[src/rtl/hex_scroll_ctrl.sv]
// Purpose: 5-slot character buffer for the HEX decoders, loaded from SW and rotated on a prescaled tick.
// Latency: load/rotation visible on chars one cycle after the sampling edge; tick is a registered pulse in that same cycle.
// Backpressure: none; load/step pulses that arrive in a state that ignores them are dropped, clr always wins.
module hex_scroll_ctrl #(
   parameter int TICK_DIV = 50000000,
   parameter int CNT_W    = 26
) (
   input  logic          CLOCK_50,
   input  logic          resetn,
   input  logic [2:0]    SW,
   input  logic          load,
   input  logic          run,
   input  logic          step,
   input  logic          clr,
   output logic [14:0]   chars,
   output logic          tick,
   output logic [1:0]    state
);

   typedef enum logic [1:0] {
      ST_IDLE  = 2'b00,
      ST_RUN   = 2'b01,
      ST_PAUSE = 2'b10
   } state_t;

   // Terminal prescaler value; TICK_DIV = 2^CNT_W maps onto all-ones.
   localparam logic [CNT_W-1:0] CNT_LAST = CNT_W'(TICK_DIV - 1);
   localparam logic [2:0]       BLANK    = 3'b111;

   state_t            cur_st;
   state_t            nxt_st;

   // Slot k lives in slots[k]; the packed layout is exactly the chars bus.
   logic [4:0][2:0]   slots;
   logic [4:0][2:0]   slots_nxt;
   logic [2:0]        wr_ptr;
   logic [2:0]        wr_ptr_nxt;
   logic [CNT_W-1:0]  cnt;
   logic [CNT_W-1:0]  cnt_nxt;
   logic              rotate;
   logic              do_write;

   // State register.
   always_ff @(posedge CLOCK_50 or negedge resetn) begin
      if (!resetn) begin
         cur_st <= ST_IDLE;
      end else begin
         cur_st <= nxt_st;
      end
   end

   // Next-state logic plus the per-state rotate/write/count decisions; clr overrides everything.
   always_comb begin
      nxt_st   = cur_st;
      rotate   = 1'b0;
      do_write = 1'b0;
      cnt_nxt  = cnt;
      case (cur_st)
         ST_IDLE: begin
            do_write = load;
            if (run) begin
               nxt_st  = ST_RUN;
               cnt_nxt = '0;
            end
         end
         ST_RUN: begin
            // A rotation that is due still happens on the edge run drops.
            if (cnt == CNT_LAST) begin
               rotate  = 1'b1;
               cnt_nxt = '0;
            end else if (run) begin
               cnt_nxt = cnt + CNT_W'(1);
            end
            if (!run) begin
               nxt_st = ST_PAUSE;
            end
         end
         ST_PAUSE: begin
            // cnt stays frozen so RUN resumes mid-period.
            rotate = step;
            if (run) begin
               nxt_st = ST_RUN;
            end
         end
         default: begin
            nxt_st = ST_IDLE;
         end
      endcase
      if (clr) begin
         nxt_st   = ST_IDLE;
         rotate   = 1'b0;
         do_write = 1'b0;
         cnt_nxt  = '0;
      end
   end

   // Buffer and write-pointer next values: rotation and writes are mutually exclusive by state.
   always_comb begin
      slots_nxt  = slots;
      wr_ptr_nxt = wr_ptr;
      if (clr) begin
         slots_nxt  = {5{BLANK}};
         wr_ptr_nxt = '0;
      end else if (rotate) begin
         // new slot[k] = old slot[k+1]; slot 4 takes the old slot 0.
         slots_nxt = {slots[0], slots[4:1]};
      end else if (do_write) begin
         for (int k = 0; k < 5; k++) begin
            if (wr_ptr == 3'(k)) begin
               slots_nxt[k] = SW;
            end
         end
         wr_ptr_nxt = (wr_ptr == 3'd4) ? 3'd0 : wr_ptr + 3'd1;
      end
   end

   // Datapath registers; tick marks the cycle in which the rotated buffer first appears.
   always_ff @(posedge CLOCK_50 or negedge resetn) begin
      if (!resetn) begin
         slots  <= {5{BLANK}};
         wr_ptr <= '0;
         cnt    <= '0;
         tick   <= 1'b0;
      end else begin
         slots  <= slots_nxt;
         wr_ptr <= wr_ptr_nxt;
         cnt    <= cnt_nxt;
         tick   <= rotate;
      end
   end

   assign chars = slots;
   assign state = cur_st;

endmodule

[config.mk]
export PLATFORM = sky130hd
export DESIGN_NAME = hex_scroll_ctrl
export DESIGN_NICKNAME = d
export VERILOG_FILES = /design/src/rtl/hex_scroll_ctrl.sv
export SDC_FILE = /design/constraint.sdc
export NUM_CORES = 1
export LEC_CHECK = 0
export ABC_AREA = 1
export CORE_UTILIZATION = 55
export CTS_CLUSTER_DIAMETER = 60
export DETAILED_ROUTE_END_ITERATION = 10
export HOLD_SLACK_MARGIN = 0.03
export PLACE_DENSITY = 0.76
export SETUP_SLACK_MARGIN = 0.3
export SLEW_MARGIN = 5
export SYNTH_ARGS = -nofsm -noshare
export SYNTH_HDL_FRONTEND = slang
export SYNTH_SLANG_ARGS = --single-unit
[constraint.sdc]
create_clock -name CLOCK_50 -period 4.1 [get_ports CLOCK_50]
set_input_delay 0.41 -clock CLOCK_50 [delete_from_list [all_inputs] [get_ports CLOCK_50]]
set_output_delay 0.41 -clock CLOCK_50 [all_outputs]
set_load 0.02 [all_outputs]
### Word-level counts from Yosys, hierarchy flattened

Cells that the tools add are included.

| cells by class | value |
|---|---|
| $add $sub $neg | 2 |
| multiply operators | 0 |
| divide/modulo/power cells | 0 |
| order comparisons | 0 |
| eq/ne operators | 12 |
| shift-type cells | 0 |
| muxes and demuxes | 26 |
| bitwise logic cells | 0 |
| reductions and logical operators | 19 |

Operators with widths:

| cell | count |
|---|---|
| two-way mux 26 bit | 4 |
| case mux 26 bit (2 select lines) | 1 |
| two-way mux 15 bit | 3 |
| two-way mux 3 bit | 9 |
| adder 26 x 1 -> 26 bit, second input constant | 1 |
| equality test 26 bit, second input constant | 1 |
| nonzero test 3 bit | 7 |
| AND reduction 2 bit | 7 |
| equality test 3 x 2 -> 1 bit, second input constant | 2 |
| two-way mux 2 bit | 3 |
| inequality test 3 bit, second input constant | 2 |
| two-way mux 1 bit | 4 |
| inequality test 4 bit, second input constant | 1 |
| case mux 2 bit (2 select lines) | 1 |
| adder 3 x 1 -> 3 bit, second input constant | 1 |
| equality test 3 x 1 -> 1 bit, second input constant | 1 |
| equality test 3 bit, second input constant | 1 |
| logical NOT 3 bit | 1 |
| inequality test 3 x 1 -> 1 bit, second input constant | 1 |
| AND reduction 3 bit | 1 |
| equality test 2 x 1 -> 1 bit, second input constant | 1 |
| equality test 2 bit, second input constant | 1 |
| logical NOT 2 bit | 1 |
| inequality test 2 bit, second input constant | 1 |
| 3 further kinds | 3 |

| storage, ports and cells | value |
|---|---|
| flip-flop bits (word level) | 47 |
| latch bits | 0 |
| bits in writable memories | 0 |
| ROM bits | 0 |
| input port bits | 9 |
| output and inout bits | 18 |
| memories | 0 |

### Longest topological paths before layout

Gate-level depths: netlist (run 1).

| depth | value |
|---|---|
| word-level depth | 6 |
| gate-level depth with buffers | 14 |
| depth with buffers taken out | 13 |

### Worst setup path after synthesis (run 1)

Ideal clock, no wire load.

| path | value |
|---|---|
| path kind | register to register |
| start | register cur_st[1] (netlist: state[1]) |
| end | register cnt[23] |
| library setup time | 0.117 ns |
| arrival time | 1.654 ns |
| required time | 3.983 ns |
| setup slack | 2.328 ns |
| cell stages (with the launch flop) | 12 |
| buffers on the path | 3 |
| cell sequence | dfrtp_1 -> inv_1 -> ha_1 -> buf_2 -> inv_1 -> nand2_1 -> nand3_4 -> inv_2 -> buf_6 -> buf_6 -> nand3_1 -> nand2_1 |

| on the way | value |
|---|---|
| word-level cells in the longest chain between the ends | 3 |
| elaborated cells on any way between the ends | 8 |
| those cells by class | 3 x eq/ne; 2 x mux; 3 x reduce/logical |

RTL lines:

| what | line | source |
|---|---|---|
| from (decl) | 30 | `state_t cur_st;` |
| from (signal assigned) | 48 | `cur_st <= nxt_st;` |
| equality test 2 x 1 -> 1 bit / logical NOT 2 bit (equally long branches) | 58 | `case (cur_st)` |
| inequality test 4 bit (no line), or another cell as far along | -- |  |
| AND reduction 3 bit (no line) / two-way mux 26 bit (equally long branches) | -- |  |
| to (signal assigned) | 127 | `cnt <= cnt_nxt;` |
| to (decl) | 38 | `logic [CNT_W-1:0] cnt;` |

Several ways; a longest one is shown, not always the timed one.
A chain may end at the register's enable or synchronous reset.

### Worst setup path after layout (run 1)

| path | value |
|---|---|
| start | register cur_st[1] (netlist: state[1]) |
| end | register cnt[17] |

Same word-level chain as after synthesis.

==> flow_metrics.env, run 1 <==
export IMPL_status="complete, no violations"
export IMPL_max_slew_margin=0.3156
export IMPL_vias_per_cell=5.722
export IMPL_drc=0
export IMPL_root_buffer="clkbuf_8"
export IMPL_wl_met2_um=4134
export IMPL_cp_slowest_cell="inv_2"
export IMPL_ys_seq_area_frac=0.3645
export IMPL_max_vdd_ir_drop_mv=0.3427
export IMPL_power_share_clock=0.228
export IMPL_period_needed_ns=2.578
export IMPL_critical_path_top_delay_family="buffers and inverters"
export IMPL_crit_type="flop to flop"
export IMPL_required_ns=4.33
export IMPL_netlist_area_um2=3278
export IMPL_start_kind="flop"
export IMPL_drive_above_1_share=0.09457
export IMPL_fin_skew_ns=0.007146
export IMPL_dp_hpwl_um=6174
export IMPL_power_density_nw_per_um2=459.3
export IMPL_cts_tree="done"
export IMPL_top_layer="met4"
export IMPL_rr_worst_depth=8
export IMPL_switching_share=0.4060
export IMPL_grt_usage=0.2949
export IMPL_p_total_uw=1687
export IMPL_synthToLayoutAreaGrowth_pct=12.06
export IMPL_wl_met3_um=490
export IMPL_die_area_um2=6273
export IMPL_cts_resized_gates=0
export IMPL_antenna_found_initial=0
export IMPL_fmax_ghz=0.3879
export IMPL_layout_commonest_cell="nand2_1"
export IMPL_synth_distinct_cells=29
export IMPL_num_rows=27
export IMPL_ys_flop_type="dfrtp_1"
export IMPL_initial_core_util=0.5811
export IMPL_nets=515
export IMPL_syn_nets=496
export IMPL_synth_warnings=0
export IMPL_internal_power_uw=1002
export IMPL_cts_sinks=47
export IMPL_comb_power_share=0.399
export IMPL_cp_depth=8
export IMPL_wl_um=8352
export IMPL_arrival_ns=2.80
export IMPL_synth_seq_cells=47
export IMPL_cts_buffers=5
export IMPL_fin_crit_sh=0.6288
export IMPL_seqPwrFrac=0.373
export IMPL_dr_pass1_iters=5
export IMPL_power_leakage_uw=0.001563
export IMPL_hold_viol_final=0
export IMPL_netlist_instances=477
export IMPL_overflow=0
export IMPL_coreArea_um2=5642
export IMPL_finalMaxSlewViolations=0
export IMPL_place_congestion=0.9579
export IMPL_worst_slack_ns=1.522
export IMPL_regArea_um2=1195
export IMPL_ctsHtreeMaxLevel=2
export IMPL_grt_pass1_vias=3101
export IMPL_power_switching_uw=685.1
export IMPL_wl_per_cell_um=14.68
export IMPL_setup_tns_ns=0
export IMPL_crit_path_end_kind="flop"
export IMPL_synth_edff_count=0
export IMPL_dr_total_vias=3256
export IMPL_path_clk_slew_ns=0.09
export IMPL_diodes=0
export IMPL_io_buffers=26
export IMPL_path_buf_inv=3
export IMPL_grt_max_degree=48
export IMPL_synth_area_per_cell_um2=6.872
export IMPL_cts_setup_buffers=0
export IMPL_grt_pass1_wl_um=14380
export IMPL_synthArstFlopShare=1.000
export IMPL_final_cell_mix="143 x nand2_1, 75 x nand3_1, 61 x nor2_1"
export IMPL_max_cap_violations=0
export IMPL_wl_met1_um=3504
export IMPL_ant_nets=0
export IMPL_fp_dieW_um=79.20
export IMPL_chipHeight_um=79.20
export IMPL_pre_cts_ws_ns=1.490
export IMPL_fillCellCount=517
export IMPL_ios=27
export IMPL_insertion_delay_ns=0.30
export IMPL_crit_fanout=29
export IMPL_path_cells="inv_1 > ha_1 > inv_1 > nand2_1 > nand3_4 > inv_2 > nand2_1 > a21oi_1"
export IMPL_setup_viol_count_final=0
export IMPL_slowest_delay_ns=0.43
export IMPL_multi_input_area_um2=1844
export IMPL_postCtsHoldBufs=0
export IMPL_first_iter_violations=251
export IMPL_rsz0062_at_grt="no"
export IMPL_worstMarginPinSlew_ns=1.027
export IMPL_clockBufferDepth=2
export IMPL_hp_class="input port to async pin"
[metrics by stage]
step	cell area, um^2	std cells	utilization	hold slack [ns]
final	3674	569	0.6511	0.2760
after global routing	3674	569	0.6511	0.3718
after CTS	3674	569	0.6511	0.3240
after detailed placement	3546	561	0.6285	0.4609
after global placement	3546	561	0.6285	0.4620
after floorplan	3278	477	-	0.1144
[power by group through the flow]
stage | clock [uW] | sequential, uW | combinational [uW]
global placement | 0 | 636 | 654
detailed placement | 0 | 635 | 672
global route | 411 | 641 | 748
floorplan | 0 | 691 | 413
CTS | 389 | 629 | 673
finish | 384 | 629 | 674
[sequential cells by signal, summed over array words and instances (netlist names)]
| name | cells |
|---|---|
| chars | 15 |
| tick | 1 |
| state | 2 |
| wr_ptr | 3 |
| cnt | 26 |
[cell type report]
class | count | area share
inverters | 41 | 0.04189
clock inverters | 1 | 0.008174
multi-input cells | 374 | 0.5020
well taps | 72 | 0.02452
flip-flops and latches | 47 | 0.3253
clock buffers | 7 | 0.02657
repair buffers | 27 | 0.07153
[final timing paths]
path | slack [ns] | start | end
min in group CLOCK_50 | 0.48 | chars[12]$_DFFE_PN1P_ | chars[12]$_DFFE_PN1P_
setup reg to reg | 1.52 | state[1]$_DFFE_PN0P_ | cnt[17]$_DFFE_PN0P_
max in group asynchronous | 3.19 | resetn | cnt[13]$_DFFE_PN0P_
setup / recovery | 1.52 | state[1]$_DFFE_PN0P_ | cnt[17]$_DFFE_PN0P_
hold / removal | 0.28 | resetn | cnt[3]$_DFFE_PN0P_
hold reg to reg | 0.48 | chars[12]$_DFFE_PN1P_ | chars[12]$_DFFE_PN1P_
[cells by family after synthesis]
logic type | count (synthesis) | share of synthesized area
and+or+nand+nor | 320 | 0.4473
AOI/OAI and AO/OA | 38 | 0.06107
adders and majority gates | 10 | 0.03817
DFF | 47 | 0.3645
buffers and inverters | 56 | 0.07290
xor gates and xnor gates | 6 | 0.01603
[synth_stat cells (2+ instances only)]
cell type,n,share of area
nand2_1,143,0.16
nand3_1,75,0.11
nor2_1,61,0.070
inv_1,35,0.040
dfrtp_1,32,0.24
o21ai_0,23,0.035
dfstp_2,15,0.12
nand4_1,12,0.023
a21oi_1,11,0.017
ha_1,10,0.038
nor3_1,9,0.014
clkbuf_1,7,0.0080
xor2_1,6,0.016
buf_2,5,0.0076
nand2_4,5,0.017
inv_2,4,0.0046
nand2_2,4,0.0076
buf_6,3,0.010
nor2_4,3,0.010
a21o_1,2,0.0046
clkinv_1,2,0.0023
nand3_4,2,0.011
or2_2,2,0.0038
[metal layers]
metal,up-vias,global-route usage
met5,-,0
met4,0,0.1273
met3,20,0.03448
met2,147,0.5060
met1,1511,0.3721
li1,1578,-
(Power assumes the default switching activity.)
==> inputs of run 2 (changes only) <==
- CORE_UTILIZATION: 55 -> 53
- PLACE_DENSITY: 0.76 -> 0.77
- clock period: 4.1 -> 2.2 ns (I/O delays scaled with it)
==> flow_metrics.env, run 2 (synthesis gave the netlist of run 1 again) <==
export IMPL_die_area_um2=6504
export IMPL_grt_pass1_wl_um=14410
export IMPL_rr_worst_depth=11
export IMPL_max_cap_violations=0
export IMPL_cts_tree="done"
export IMPL_r2r_start="cnt[0]$_DFFE_PN0P_"
export IMPL_layout_commonest_cell="nand2_1"
export IMPL_fin_crit_sh=0.8204
export IMPL_grt_usage=0.2935
export IMPL_insertion_delay_ns=0.31
export IMPL_cts_buffers=5
export IMPL_rrSetupSlack_ns=0.40
export IMPL_initial_core_util=0.5504
export IMPL_cp_common_cell="nand3_1"
export IMPL_setup_tns_ns=0
export IMPL_crit_path_end_kind="flop"
export IMPL_nets=537
export IMPL_cts_sinks=47
export IMPL_chipHeight_um=80.65
export IMPL_grt_max_degree=27
export IMPL_status="complete, no violations"
export IMPL_path_cells="buf_4 > buf_4 > nand3_1 > inv_1 > nand2_2 > nor2_1 > or2_2 > nand3_1 > nor2_1 > nand3_1 > nand2_1"
export IMPL_arrival_ns=2.02
export IMPL_drc=0
export IMPL_coreArea_um2=5956
export IMPL_max_vdd_ir_drop_mv=0.6258
export IMPL_diodes=0
export IMPL_grt_pass1_vias=3227
export IMPL_rsz0062_at_grt="yes"
export IMPL_place_congestion=0.8998
export IMPL_drive_above_1_share=0.1599
export IMPL_period_needed_ns=1.805
export IMPL_overflow=0
export IMPL_hold_viol_final=0
export IMPL_post_place_cells=574
export IMPL_required_ns=2.41
export IMPL_crit_end="cnt[15]$_DFFE_PN0P_"
export IMPL_fmax_ghz=0.5540
export IMPL_ctsHtreeMaxLevel=2
export IMPL_start_kind="flop"
export IMPL_worst_slack_ns=0.3951
export IMPL_setup_viol_count_final=0
export IMPL_hp_class="input port to async pin"
export IMPL_antenna_found_initial=0
export IMPL_finalMaxSlewViolations=0
export IMPL_num_rows=28
export IMPL_dr_pass1_iters=5
export IMPL_root_buffer="clkbuf_8"
export IMPL_pre_cts_ws_ns=0.1594
export IMPL_power_leakage_uw=0.001725
export IMPL_power_density_nw_per_um2=868.7
export IMPL_slowest_delay_ns=0.43
export IMPL_io_buffers=26
export IMPL_worstMarginPinSlew_ns=0.3679
export IMPL_fin_cells=594
export IMPL_final_cell_mix="134 x nand2_1, 75 x nand3_1, 61 x nor2_1"
export IMPL_ant_nets=0
export IMPL_ios=27
export IMPL_regToRegEndpoint="cnt[15]$_DFFE_PN0P_"
export IMPL_fp_dieW_um=80.65
export IMPL_clockBufferDepth=2
export IMPL_wl_um=9186
export IMPL_fin_skew_ns=0.004491
export IMPL_top_register="cnt"
export IMPL_wl_per_cell_um=15.46
export IMPL_first_iter_violations=379
export IMPL_dp_hpwl_um=6451
export IMPL_cp_slowest_cell="dfrtp_1"
export IMPL_max_slew_margin=0.7522
export IMPL_largest_reg_flops=26
export IMPL_critPathLaunch="cnt[0]$_DFFE_PN0P_"
export IMPL_vias_per_cell=5.823
export IMPL_synthToLayoutAreaGrowth_pct=21.15
export IMPL_crit_type="flop to flop"
export IMPL_path_clk_slew_ns=0.09
export IMPL_crit_fanout=5
export IMPL_dr_total_vias=3459
[run 2: changes by cell type in the layout (fill, tap and decap cells not counted), moves of 2 or more]
cell	before	now
buf_4	1	16
nand2_1	143	134
nand2_2	4	11
a21oi_1	11	8
a21oi_2	0	3
inv_2	4	1
buf_8	0	2
clkbuf_16	1	3
ha_1	10	8
inv_4	0	2
inv_6	0	2
o21ai_0	23	21
[run 2: worst min-delay path by stage]
stage | start | end | slack (ns) | depth (start not counted)
after CTS | resetn | cnt[15]$_DFFE_PN0P_ | 0.43 | 3
after floorplan | resetn | cnt[0]$_DFFE_PN0P_ | -0.08 | 0
final | resetn | cnt[15]$_DFFE_PN0P_ | 0.41 | 3
after detailed placement | resetn | cnt[21]$_DFFE_PN0P_ | 0.22 | 2
after global routing | resetn | cnt[25]$_DFFE_PN0P_ | 0.45 | 3
after global placement | resetn | cnt[21]$_DFFE_PN0P_ | 0.22 | 2
[run 2: metrics by stage]
stage          hold WS [ns]  power [uW]    util  instance area, um^2
2_1_floorplan      -0.07559        2059       -                 3278
3_3_place_gp         0.2183        2483  0.6086                 3625
3_5_place_dp         0.2199        2518  0.6086                 3625
4_1_cts              0.4255        3234  0.6391                 3806
5_1_grt              0.4518        3629  0.6668                 3971
6_report             0.4051        3450  0.6668                 3971
[run 2: what timing repair did]
item	in CTS	in global routing
hold buffers	1	0
buffers inserted	3	6
pin swaps	0	7
gates cloned	0	2
endpoints found under the setup margin	40	39
endpoints found under the hold margin	32	0
resized for setup	7	24
[run 2: routing by layer]
layer | GRT usage | wire length (um)
met5 | 0 | 0
met4 | 0.1786 | 410
met3 | 0.04545 | 521
met2 | 0.5102 | 4598
met1 | 0.3357 | 3654
[run 2: cell type report]
type | count | area (um^2)
clock buffer | 7 | 97.59
clock inverter | 1 | 6.256
fill | 515 | 1984
inverter | 41 | 166.4
multi-input combinational | 374 | 1916
sequential | 47 | 1195
tap | 75 | 93.84
timing repair buffer | 49 | 496.7
[run 2: where the power goes]
group	switching [uW]	leakage (uW)	internal (uW)
sequential	123	0.000601	1050
combinational	976	0.00107	685
clock	322	0.0000539	295
[run 2: worst max-delay path, delay by kind of cell, from the launching register on]
kind	cells	cell delay, ns
buffers and inverters	3	0.42
DFF	1	0.43
and+or+nand+nor	8	0.86
==> inputs of run 3 (changes only) <==
- clock period: 2.2 -> 1.5 ns (I/O delays scaled with it)
==> flow_metrics.env, run 3 (synthesis gave the netlist of run 1 again) <==
export IMPL_path_clk_slew_ns=0.10
export IMPL_max_vdd_ir_drop_mv=1.200
export IMPL_dp_hpwl_um=7215
export IMPL_cts_sinks=47
export IMPL_crit_fanout=14
export IMPL_antenna_found_initial=0
export IMPL_nets=607
export IMPL_root_buffer="clkbuf_8"
export IMPL_hp_class="input port to async pin"
export IMPL_overflow=0
export IMPL_hold_viol_final=0
export IMPL_start_kind="flop"
export IMPL_ctsHtreeMaxLevel=2
export IMPL_pre_cts_ws_ns=-0.2100
export IMPL_chipHeight_um=80.65
export IMPL_final_cell_mix="124 x nand2_1, 84 x buf_4, 65 x nand3_1"
export IMPL_fmax_ghz=0.5399
export IMPL_status="finished, violations left"
export IMPL_period_needed_ns=1.852
export IMPL_required_ns=1.74
export IMPL_place_congestion=0.9233
export IMPL_ant_nets=0
export IMPL_power_leakage_uw=0.002153
export IMPL_coreArea_um2=5956
export IMPL_io_buffers=26
export IMPL_cts_tree="done"
export IMPL_synthToLayoutAreaGrowth_pct=47.18
export IMPL_layout_commonest_cell="nand2_1"
export IMPL_worstMarginPinSlew_ns=0.4109
export IMPL_die_area_um2=6504
export IMPL_crit_path_end_kind="flop"
export IMPL_max_cap_violations=0
export IMPL_largest_reg_flops=26
export IMPL_insertion_delay_ns=0.31
export IMPL_vias_per_cell=5.979
export IMPL_ios=27
export IMPL_grt_max_degree=48
export IMPL_wl_um=12160
export IMPL_power_density_nw_per_um2=1266
export IMPL_drive_above_1_share=0.3735
export IMPL_cts_buffers=5
export IMPL_wl_per_cell_um=18.31
export IMPL_top_register="cnt"
export IMPL_initial_core_util=0.5504
export IMPL_fillCellCount=373
export IMPL_worst_slack_ns=-0.3521
export IMPL_num_rows=28
export IMPL_setup_viol_count_final=45
export IMPL_grt_pass1_wl_um=16860
export IMPL_diodes=0
export IMPL_crit_type="flop to flop"
export IMPL_regArea_um2=1197
export IMPL_max_slew_margin=0.7238
export IMPL_multi_input_area_um2=2177
export IMPL_first_iter_violations=408
export IMPL_hold_ws_ns=0.3320
export IMPL_clockBufferDepth=2
export IMPL_grt_pass1_vias=3633
export IMPL_fin_crit_sh=1.235
export IMPL_dr_pass1_iters=5
export IMPL_fp_dieW_um=80.65
export IMPL_rsz0062_at_grt="yes"
export IMPL_finalMaxSlewViolations=0
export IMPL_drc=0
export IMPL_dr_total_vias=3970
export IMPL_violations="negative setup slack"
export IMPL_grt_usage=0.3433
export IMPL_arrival_ns=2.10
export IMPL_fin_skew_ns=0.007006
-- run 3: changes by cell type in the layout (fill, tap and decap cells not counted), moves of 4 or more --
cell,previous run,this run
o21ai_0,21,5
nor2_1,61,51
nand3_2,1,11
inv_1,35,31
clkdlybuf4s50_1,25,7
nand2_1,134,124
o21ai_1,1,13
nor2_2,1,9
buf_4,16,84
nand3_1,75,65
nand2_4,6,12
buf_6,1,16
-- run 3: what timing repair did --
action	in CTS	in global routing
gates cloned	0	2
buffers inserted	3	7
gates resized for setup	125	79
setup endpoints to repair	65	62
pin swaps	10	20
hold buffers	1	0
hold endpoints to repair	32	0
-- run 3: where the power goes --
group | switching, uW | total [uW] | internal, uW
Clock | 490 | 1020 | 533
Sequential | 217 | 1760 | 1550
Combinational | 1900 | 3320 | 1420
-- run 3: metrics by stage --
stage | util | instance area (um^2) | total power [uW] | TNS, ns | std cells
after floorplan | - | 3317 | 3081 | -4.391 | 477
final | 0.8101 | 4825 | 6109 | -11.07 | 664
after global placement | 0.7071 | 4212 | 3984 | -4.574 | 643
after global routing | 0.8101 | 4825 | 6328 | -14.29 | 664
after detailed placement | 0.7071 | 4212 | 4057 | -6.893 | 643
after CTS | 0.7506 | 4471 | 5217 | -5.791 | 655
-- run 3: worst paths after layout --
| check | from | to | slack [ns] | depth (start not counted) |
|---|---|---|---|---|
| min in group CLOCK_50 | chars[12]$_DFFE_PN1P_ | chars[12]$_DFFE_PN1P_ | 0.49 | 2 |
| min | resetn | cnt[5]$_DFFE_PN0P_ | 0.33 | 3 |
| max in group asynchronous | resetn | chars[2]$_DFFE_PN1P_ | 0.86 | 3 |
| max reg2reg | cnt[1]$_DFFE_PN0P_ | chars[11]$_DFFE_PN1P_ | -0.35 | 12 |
| min reg2reg | chars[12]$_DFFE_PN1P_ | chars[12]$_DFFE_PN1P_ | 0.49 | 2 |
| max | cnt[1]$_DFFE_PN0P_ | chars[11]$_DFFE_PN1P_ | -0.35 | 12 |
-- run 3: worst max-delay path, cell delays in order (launching register included) --
cell and delay [ns]:
dfrtp_1 0.42, ha_4 0.17, nand2_4 0.08, nor2_8 0.15, inv_4 0.06, nor2_4 0.12, nand3_4 0.09, nand2_4 0.11
buf_8 0.16, nand3_1 0.10, nand3_1 0.12, nand2_1 0.08, nand2_1 0.12
-- run 3: area by class of cell --
class / instances / area share
multi-input combinational: 374 / 0.4512
sequential: 47 / 0.2482
timing repair buffer: 119 / 0.2186
inverter: 41 / 0.03657
clock buffer: 7 / 0.02464
tap: 75 / 0.01945
clock inverter: 1 / 0.001297
-- run 3: per-layer routing --
layer / GRT usage / share of wire / vias up
met3: 0.04773 / 0.065 / 68
met1: 0.3835 / 0.37 / 1906
met4: 0.1750 / 0.060 / 0
met5: 0 / 0 / -
met2: 0.6271 / 0.50 / 230
li1: - / - / 1766
